`src/rtl/bcd_chain_ctrl.sv`:
```
// bcd_chain_ctrl: command sequencer for a multi-digit BCD up/down counter.
// A prescaler divides clk into count ticks while running; carry/borrow
// ripples combinationally across all digits so every digit updates on the
// same edge. sup/inf flag the all-9s <-> all-0s wraps for one cycle.
module bcd_chain_ctrl #(
    parameter int DIGITS   = 4,
    parameter int PRESCALE = 10
) (
    input  logic                  clk,
    input  logic                  rst_n,
    input  logic                  cmd_valid,
    output logic                  cmd_ready,
    input  logic [1:0]            cmd_op,
    input  logic [4*DIGITS-1:0]   cmd_data,
    output logic [4*DIGITS-1:0]   count,
    output logic                  running,
    output logic                  dir,
    output logic                  sup,
    output logic                  inf
);
    localparam int W  = 4 * DIGITS;
    localparam int PW = (PRESCALE > 1) ? $clog2(PRESCALE) : 1;

    localparam logic [1:0] OP_STOP = 2'b00;
    localparam logic [1:0] OP_UP   = 2'b01;
    localparam logic [1:0] OP_DOWN = 2'b10;
    localparam logic [1:0] OP_LOAD = 2'b11;

    typedef enum logic [1:0] {S_IDLE, S_RUN, S_LOAD} state_t;

    state_t        state;
    logic [PW-1:0] presc;
    logic          accept;
    logic          tick;
    logic [W-1:0]  inc_val;
    logic [W-1:0]  dec_val;
    logic [W-1:0]  load_val;
    // cup[i]/cdn[i]: every digit below i is 9 (up) / 0 (down), so digit i moves
    logic [DIGITS:0] cup;
    logic [DIGITS:0] cdn;

    assign accept = cmd_valid & cmd_ready;
    assign tick   = (state == S_RUN) && (presc == PW'(PRESCALE - 1));
    assign cup[0] = 1'b1;
    assign cdn[0] = 1'b1;

    // Per-digit next values for increment, decrement and clamped load
    for (genvar g = 0; g < DIGITS; g++) begin : g_dig
        logic [3:0] d;
        logic [3:0] ld;
        assign d  = count[4*g +: 4];
        assign ld = cmd_data[4*g +: 4];
        assign cup[g+1] = cup[g] & (d == 4'd9);
        assign cdn[g+1] = cdn[g] & (d == 4'd0);
        assign inc_val[4*g +: 4]  = cup[g] ? ((d == 4'd9) ? 4'd0 : d + 4'd1) : d;
        assign dec_val[4*g +: 4]  = cdn[g] ? ((d == 4'd0) ? 4'd9 : d - 4'd1) : d;
        assign load_val[4*g +: 4] = (ld > 4'd9) ? 4'd9 : ld;
    end

    // Control FSM, prescaler and counter; an accepted command beats a tick
    always_ff @(posedge clk) begin
        if (!rst_n) begin
            state     <= S_IDLE;
            presc     <= '0;
            count     <= '0;
            dir       <= 1'b0;
            running   <= 1'b0;
            sup       <= 1'b0;
            inf       <= 1'b0;
            cmd_ready <= 1'b1;
        end else begin
            sup <= 1'b0;
            inf <= 1'b0;
            if (accept) begin
                presc <= '0;
                case (cmd_op)
                    OP_STOP: begin
                        state   <= S_IDLE;
                        running <= 1'b0;
                    end
                    OP_UP: begin
                        state   <= S_RUN;
                        running <= 1'b1;
                        dir     <= 1'b0;
                    end
                    OP_DOWN: begin
                        state   <= S_RUN;
                        running <= 1'b1;
                        dir     <= 1'b1;
                    end
                    default: begin
                        state     <= S_LOAD;
                        running   <= 1'b0;
                        cmd_ready <= 1'b0;
                        count     <= load_val;
                    end
                endcase
            end else begin
                case (state)
                    S_LOAD: begin
                        state     <= S_IDLE;
                        cmd_ready <= 1'b1;
                    end
                    S_RUN: begin
                        if (tick) begin
                            presc <= '0;
                            count <= dir ? dec_val : inc_val;
                            sup   <= ~dir & cup[DIGITS];
                            inf   <= dir & cdn[DIGITS];
                        end else begin
                            presc <= presc + PW'(1);
                        end
                    end
                    default: ;
                endcase
            end
        end
    end

endmodule
```
`config.mk`:
```
export PLATFORM = sky130hd
export DESIGN_NAME = bcd_chain_ctrl
export DESIGN_NICKNAME = d
export VERILOG_FILES = /design/src/rtl/bcd_chain_ctrl.sv
export SDC_FILE = /design/constraint.sdc
export NUM_CORES = 1
export LEC_CHECK = 0
export BUFFER_PORTS_ARGS = -buffer_cell sky130_fd_sc_hd__buf_2
export CAP_MARGIN = 10
export CORE_MARGIN = 2
export CORE_UTILIZATION = 30
export CTS_BUF_LIST = sky130_fd_sc_hd__clkbuf_4 sky130_fd_sc_hd__clkbuf_8 sky130_fd_sc_hd__clkbuf_16
export CTS_CLUSTER_SIZE = 30
export DETAILED_ROUTE_END_ITERATION = 12
export SETUP_SLACK_MARGIN = 0.3
export SYNTH_ARGS = -nofsm -noshare
export SYNTH_HDL_FRONTEND = slang
export SYNTH_SLANG_ARGS = --single-unit
```
`constraint.sdc`:
```
create_clock -name clk -period 3.9 [get_ports clk]
set_input_delay 0.78 -clock clk [delete_from_list [all_inputs] [get_ports clk]]
set_output_delay 0.78 -clock clk [all_outputs]
set_load 0.005 [all_outputs]
```
==> results.yml, run 1 <==
cts:
  clock_latency_ns: 0.27
  cts-buffers-inserted: 3
  cts_resized: 0
  clk_pin_slew_ns: 0.10
  tritoncts: "yes"
  cts_max_level: 1
  holdBufCountCts: 0
  clk_path_buf_depth: 2
  cts_sinks: 27
  cts_setup_buffers: 0
  cts-root-buf: "clkbuf_8"
sta:
  period_share: 0.562
  skew_ns: 0.0102
  maxSlewViolCount: 0
  worst-slew-pin-transition_ns: 0.738
  fin_crit_ns: 2.19
  setup_tns_ns: 0
  setup_viol_count_final: 0
  slew_headroom: 0.508
  grt_setup_unrepaired: "no"
  hold_viol: 0
  fmax_mhz: 457
grt:
  grt.overflow.total: 0
  antenna_found_initial: 0
  grt_max_degree: 38
  grt_pass1_wl_um: 8670
  grt_pass1_vias: 1766
  track_usage: 0.137
worst_setup_path:
  crit_path_end_kind: "register"
  worstPathMaxFanout: 19
  criticalPathCategory: "input port to register"
  worst_ep_arrival_time_ns: 2.37
  worstSetupEndpoint: "count[12]"
  cp-startpoint: "cmd_valid"
  worst_path_max_delay_cell: "and2_1"
  crit_path_max_incr_delay_ns: 0.61
  r2r_slack_ns: 1.89
  r2r_start: "cmd_ready"
  crit_chain: "buf_2, and2_1, nor2_1, a211oi_4, nand3_1, o31ai_1"
  critPathRequiredTime_ns: 4.08
  reg2reg_to: "count[12]"
  worstSetupStartpointType: "input port"
  rr_worst_depth: 5
drt:
  firstDrtPassIters: 4
  vias_per_cell: 5.21
  drt_drc_violations_left: 0
  antenna_left: 0
  vias: 2042
  post_drt_wl_per_cell_um: 13.7
  routed_wl_um: 5350
  drt-initial-drc-count: 186
die:
  row_count: 30
  die_x_um: 88.9
  io_pins: 42
  start_util: 0.315
  coreArea_sq_um: 6870
  dieArea_sq_um: 7910
  die_y_um: 88.9
synthesis:
  yosysWarnings: 0
  avgSynthCellArea_sq_um: 7.87
  syn-num-nets: 301
  synth_ff_type: "dfxtp_1"
  ys_top_cells_by_area: "dfxtp_1 25%, a21oi_1 6.2%, nand2_1 4.5%"
  yosysSeqAreaShare: 0.250
  synth_common_cells: "27 x a21oi_1, 27 x dfxtp_1, 26 x nand2_1, 18 x nor2_1, 18 x o21ai_0"
  synthArstFlopShare: 0
  synth_top_area_cell: "dfxtp_1"
  synth_cells: 275
  yosys.area.top_type_share: 0.250
  synthesis.area_sq_um: 2160
  synth_edf_count: 0
  ys_ff_latch: 27
  synthDistinctLibCells: 64
cells_and_area:
  areaGrowthSynthToFinish_pct: 11.7
  n_antenna_cell: 0
  drive_gt1_frac: 0.213
  final_nets: 323
  stdcell_count: 392
power:
  p_leak_nw: 0.927
  peakVddDrop_v: 0.000136
  power_density_nw_per_um2: 245
hold_path:
  whs_path_depth: 2
  hold_class: "register to register"
outcome:
  outcome: "finished, final reports clean"
placement:
  dp.cells: 388
  portBuffers: 41
  dp_hpwl_um: 3880
  place_congestion: 0.762
job:
  cap_violations: 0
routing by layer:
metal,track usage,up-vias,wire length [um],share of wire
li1,-,1043,-,-
met1,0.200,936,2600,0.48
met2,0.211,59,2400,0.45
met3,0.0203,4,306,0.057
met4,0.0331,0,48,0.0090
met5,0,-,0,0
worst min-delay path by stage:
stage | from | to | slack, ns
global placement | running | running | 0.47
floorplan | running | running | 0.47
CTS | running | running | 0.49
detailed placement | running | running | 0.47
global route | running | running | 0.53
finish | running | running | 0.49
worst max-delay path: cells and delay by family:
family,cells,cell delay (ns)
compound gates,2,0.50
buf+inv,1,0.11
simple gates,3,0.97
state kept, by name, indices dropped and copies added, names as in the netlist:
| name | cells |
|---|---|
| cmd_ready | 1 |
| count | 16 |
| dir | 1 |
| inf | 1 |
| presc | 4 |
| running | 1 |
| state | 2 |
| sup | 1 |
cell type report:
cell class	count	area, sq um
Sequential cell	27	541
Clock inverter	1	5.00
Fill cell	724	4450
Tap cell	96	120
Clock buffer	3	41.3
Inverter	8	30.0
Multi-Input combinational cell	214	1460
Timing Repair Buffer	43	220
layout by cell type (no fill, tap or decap), types with 2 or more instances in the layout:
| master | count |
|---|---|
| o311ai_0 | 2 |
| nor4_4 | 2 |
| and3b_1 | 3 |
| nor4bb_1 | 4 |
| nand2_1 | 26 |
| dfxtp_1 | 27 |
| buf_2 | 41 |
| clkbuf_8 | 3 |
| nor4_1 | 2 |
| a21oi_1 | 27 |
| nor3b_1 | 7 |
| and3_1 | 2 |
| o211ai_1 | 6 |
| nor2b_1 | 7 |
| o21ai_0 | 18 |
| o21ai_1 | 2 |
| nand3b_1 | 2 |
| xnor2_1 | 3 |
| nor3_1 | 6 |
| xor2_1 | 5 |
| buf_4 | 2 |
| nor2_1 | 18 |
| nor4b_1 | 3 |
| inv_1 | 8 |
| o22ai_1 | 3 |
| and2_1 | 2 |
| a22oi_1 | 2 |
| o21a_1 | 3 |
| o2bb2ai_1 | 2 |
| nand2b_1 | 7 |
| a31oi_1 | 4 |
| a21o_1 | 2 |
| ha_1 | 5 |
| nand3_1 | 9 |
| mux2i_1 | 3 |
| a31oi_4 | 2 |
logic make-up (layout without fill, tap and decap cells):
kind of cell | Yosys count | count (layout) | share of synthesized area
compound gates | 89 | 89 | 0.290
xor+xnor | 8 | 8 | 0.0324
fa+ha+maj | 5 | 5 | 0.0289
buf+inv | 34 | 55 | 0.0758
flops | 27 | 27 | 0.250
mux | 4 | 4 | 0.0202
simple gates | 108 | 108 | 0.303
report_power, final:
part	switching, mW	internal, mW	leakage, nW	total [mW]
Combinational	0.0700	0.0534	0.682	0.123
Clock	0.0904	0.0716	0.0255	0.162
Sequential	0.0224	0.285	0.219	0.307
per-stage QoR:
stage               power [mW]  cell area (sq um)   util  worst slack (ns)  hold slack [ns]
floorplan                0.400               2160      -              1.94            0.465
global placement         0.435               2370  0.345              1.55            0.465
detailed placement       0.437               2370  0.345              1.42            0.467
CTS                      0.597               2420  0.352              1.72            0.494
global route             0.626               2420  0.352              1.63            0.535
finish                   0.593               2420  0.352              1.71            0.493
Note: power is estimated with default switching activity, not from simulation.
==> inputs of run 2 (changes only) <==
Clock period 3.9 ns to 2 ns, I/O delays scaled along.
==> results.yml, run 2 (synthesized netlist as in run 1, its figures left out) <==
die:
  row_count: 30
  io_pins: 42
  die_x_um: 88.9
  dieArea_sq_um: 7910
  coreArea_sq_um: 6870
  start_util: 0.315
  die_y_um: 88.9
cells_and_area:
  drive_gt1_frac: 0.319
  stdcell_count: 419
  largest_reg_flops: 16
  areaGrowthSynthToFinish_pct: 23.5
  n_antenna_cell: 0
  final_common_cell: "buf_2"
  layout.cells.most_common_list: "41 x buf_2, 27 x buf_4, 26 x a21oi_1"
  top_register: "count"
  n_fill_cell: 728
  top_regs: "count (16), presc (4), state (2)"
  final_nets: 350
cts:
  clock_latency_ns: 0.27
  clk_pin_slew_ns: 0.10
  tritoncts: "yes"
  cts-buffers-inserted: 3
  cts-root-buf: "clkbuf_8"
  cts_sinks: 27
  cts_max_level: 1
  holdBufCountCts: 0
  clk_path_buf_depth: 2
drt:
  firstDrtPassIters: 4
  post_drt_wl_per_cell_um: 13.6
  drt_drc_violations_left: 0
  antenna_left: 0
  vias: 2192
  vias_per_cell: 5.23
  drt-initial-drc-count: 133
  routed_wl_um: 5690
worst_setup_path:
  crit_top_cell: "a31oi_4"
  worst_ep_arrival_time_ns: 1.80
  criticalPathCategory: "register to register"
  cp_top_family: "compound AO/OA/AOI/OAI gates"
  worstPathMaxFanout: 7
  worst_path_max_delay_cell: "dfxtp_2"
  crit_path_max_incr_delay_ns: 0.35
  crit_path_end_kind: "register"
  crit_chain: "inv_2, ha_4, and3b_2, a31oi_4, a31oi_4, mux2i_1, nor2_1"
  path_buf_inv: 1
  worstSetupStartpointType: "register"
  critPathRequiredTime_ns: 2.16
sta:
  worst-slew-pin-transition_ns: 0.483
  setup_viol_count_final: 0
  skew_ns: 0.00386
  period_share: 0.823
  maxSlewViolCount: 0
  setup_tns_ns: 0
  hold_viol: 0
  slew_headroom: 0.678
  fin_crit_ns: 1.65
  fmax_mhz: 607
  final.setup.worst_slack_ns: 0.353
  grt_setup_unrepaired: "yes"
  whs_ns: 0.386
hold_path:
  hold_class: "input port to register"
power:
  power_density_nw_per_um2: 456
  peakVddDrop_v: 0.000284
  power_mw: 1.22
  p_leak_nw: 1.09
placement:
  dp_hpwl_um: 4230
  portBuffers: 41
  place_congestion: 0.787
  pre_cts_slack_ns: 0.116
  dp.cells: 407
grt:
  grt_pass1_vias: 1938
  grt_pass1_wl_um: 9250
  grt.overflow.total: 0
  antenna_found_initial: 0
  track_usage: 0.145
  grt_max_degree: 19
job:
  cap_violations: 0
outcome:
  outcome: "finished, final reports clean"
run 2: cell count changes in the layout (fill, tap and decap cells not counted), sizes merged:
cell    previous run  this run
clkinv             1         0
clkbuf             3         4
buf               43        70
run 2: worst paths after layout:
path	cells past startpoint	end	startpoint	slack, ns
max	7	count[10]	presc[1]	0.35
min	2	cmd_ready	rst_n	0.39
max reg2reg	7	count[10]	presc[1]	0.35
min reg2reg	2	running	running	0.48
run 2: per-layer routing:
layer | up-vias | wire (um) | GRT usage
li1 | 1098 | - | -
met1 | 1026 | 2710 | 0.210
met2 | 60 | 2620 | 0.229
met3 | 8 | 281 | 0.0120
met4 | 0 | 78 | 0.0482
met5 | - | 0 | 0
run 2: cell type report:
class                           count  area [sq um]  share of cell area
Multi-Input combinational cell    214          1490               0.558
Sequential cell                    27           552               0.207
Timing Repair Buffer               70           430               0.161
Tap cell                           96           120              0.0450
Clock buffer                        4          48.8              0.0183
Inverter                            8          30.0              0.0112
run 2: where the power goes:
group / switching [mW] / leakage (nW) / internal, mW
Combinational: 0.164 / 0.839 / 0.138
Clock: 0.176 / 0.0262 / 0.156
Sequential: 0.0287 / 0.222 / 0.555
Total: 0.369 / 1.09 / 0.849
run 2: per-stage QoR:
stage           util  cell area [sq um]
3_3_place_gp   0.366               2510
5_1_grt        0.389               2670
2_1_floorplan      -               2160
3_5_place_dp   0.366               2510
6_report       0.389               2670
4_1_cts        0.378               2600
run 2: timing repair:
action,in CTS,in global routing
endpoints found under the setup margin,15,17
pin swaps,3,9
hold endpoints to repair,0,0
resized for setup,4,16
buffers inserted,4,4
==> inputs of run 3 (changes only) <==
Clock period 2 ns to 1.5 ns, I/O delays scaled along.
==> results.yml, run 3 (synthesized netlist as in run 1, its figures left out) <==
cts:
  cts-root-buf: "clkbuf_8"
  clk_path_buf_depth: 2
  clk_pin_slew_ns: 0.11
  clock_latency_ns: 0.29
  cts_sinks: 27
  cts-buffers-inserted: 3
  cts_max_level: 1
  holdBufCountCts: 0
  tritoncts: "yes"
sta:
  final.setup.worst_slack_ns: -0.160
  hold_viol: 0
  grt_setup_unrepaired: "yes"
  whs_ns: 0.278
  setup_tns_ns: -1.34
  slew_headroom: 0.693
  fin_crit_ns: 1.66
  fmax_mhz: 602
  worst-slew-pin-transition_ns: 0.460
  setup_viol_count_final: 16
  period_share: 1.11
  maxSlewViolCount: 0
  skew_ns: 0.0127
grt:
  grt.overflow.total: 0
  grt_max_degree: 16
  grt_pass1_vias: 2193
  track_usage: 0.164
  grt_pass1_wl_um: 10400
  antenna_found_initial: 0
cells_and_area:
  top_regs: "count (16), presc (4), state (2)"
  n_fill_cell: 663
  areaGrowthSynthToFinish_pct: 49.7
  post-route-util: 0.472
  finalInstanceArea_sq_um: 3240
  final_common_cell: "buf_4"
  stdcell_count: 452
  drive_gt1_frac: 0.472
  layout.cells.most_common_list: "38 x buf_4, 34 x buf_2, 25 x nand2_1, 25 x buf_6, 21 x a21oi_1"
  top_register: "count"
  n_antenna_cell: 0
  final_nets: 383
  largest_reg_flops: 16
power:
  p_leak_nw: 1.34
  peakVddDrop_v: 0.000302
  power_mw: 1.74
  power_density_nw_per_um2: 538
placement:
  place_congestion: 0.819
  pre_cts_slack_ns: -0.180
  portBuffers: 41
  dpl_cell_area_sq_um: 2790
  dp_hpwl_um: 4580
  dp.cells: 436
worst_setup_path:
  worst_ep_arrival_time_ns: 1.82
  critPathRequiredTime_ns: 1.66
  worstPathMaxFanout: 4
  criticalPathCategory: "register to register"
  crit_path_end_kind: "register"
  worstSetupStartpointType: "register"
drt:
  antenna_left: 0
  drt-initial-drc-count: 79
  drt_drc_violations_left: 0
  firstDrtPassIters: 4
  vias: 2319
  routed_wl_um: 6540
  post_drt_wl_per_cell_um: 14.5
  vias_per_cell: 5.13
die:
  io_pins: 42
  die_x_um: 88.9
  dieArea_sq_um: 7910
  start_util: 0.315
  row_count: 30
  die_y_um: 88.9
  coreArea_sq_um: 6870
hold_path:
  hold_class: "input port to register"
outcome:
  violations: "setup timing"
  outcome: "finished, violations left"
job:
  cap_violations: 0
-- run 3: critical path, cell delays in order (launching register included) --
cell and delay [ns]:
dfxtp_2 0.36, nor4_4 0.40, mux2i_2 0.16, buf_4 0.16
o311ai_1 0.34, a21oi_1 0.11
-- run 3: layer usage --
metal  global-route usage  share of wire
met1                0.224           0.46
met2                0.275           0.49
met3               0.0166          0.032
met4               0.0468          0.013
met5                    0              0
-- run 3: area by class of cell --
type | count | area [sq um] | share of cell area
well taps | 96 | 120 | 0.0371
inverters | 8 | 30.0 | 0.00927
flip-flops and latches | 27 | 579 | 0.179
multi-input cells | 214 | 1620 | 0.501
clock inverters | 1 | 5.00 | 0.00154
repair buffers | 103 | 842 | 0.260
clock buffers | 3 | 41.3 | 0.0127
-- run 3: final timing paths --
kind              depth (start not counted)        to  slack, ns        start
hold reg to reg                           2   running       0.48      running
hold / removal                            3  count[6]       0.28  cmd_data[6]
setup reg to reg                          5  count[7]      -0.16     count[0]
setup / recovery                          5  count[7]      -0.16     count[0]
-- run 3: where the power goes --
part / switching [mW] / total [mW] / internal, mW
clock network: 0.262 / 0.449 / 0.187
registers: 0.0317 / 0.769 / 0.738
logic: 0.264 / 0.525 / 0.261
-- run 3: what timing repair did --
action                                  CTS  global route
gates cloned                              1             0
resized for setup                        64            20
setup buffers                             8             3
pin swaps                                15             8
endpoints found under the setup margin   39            39
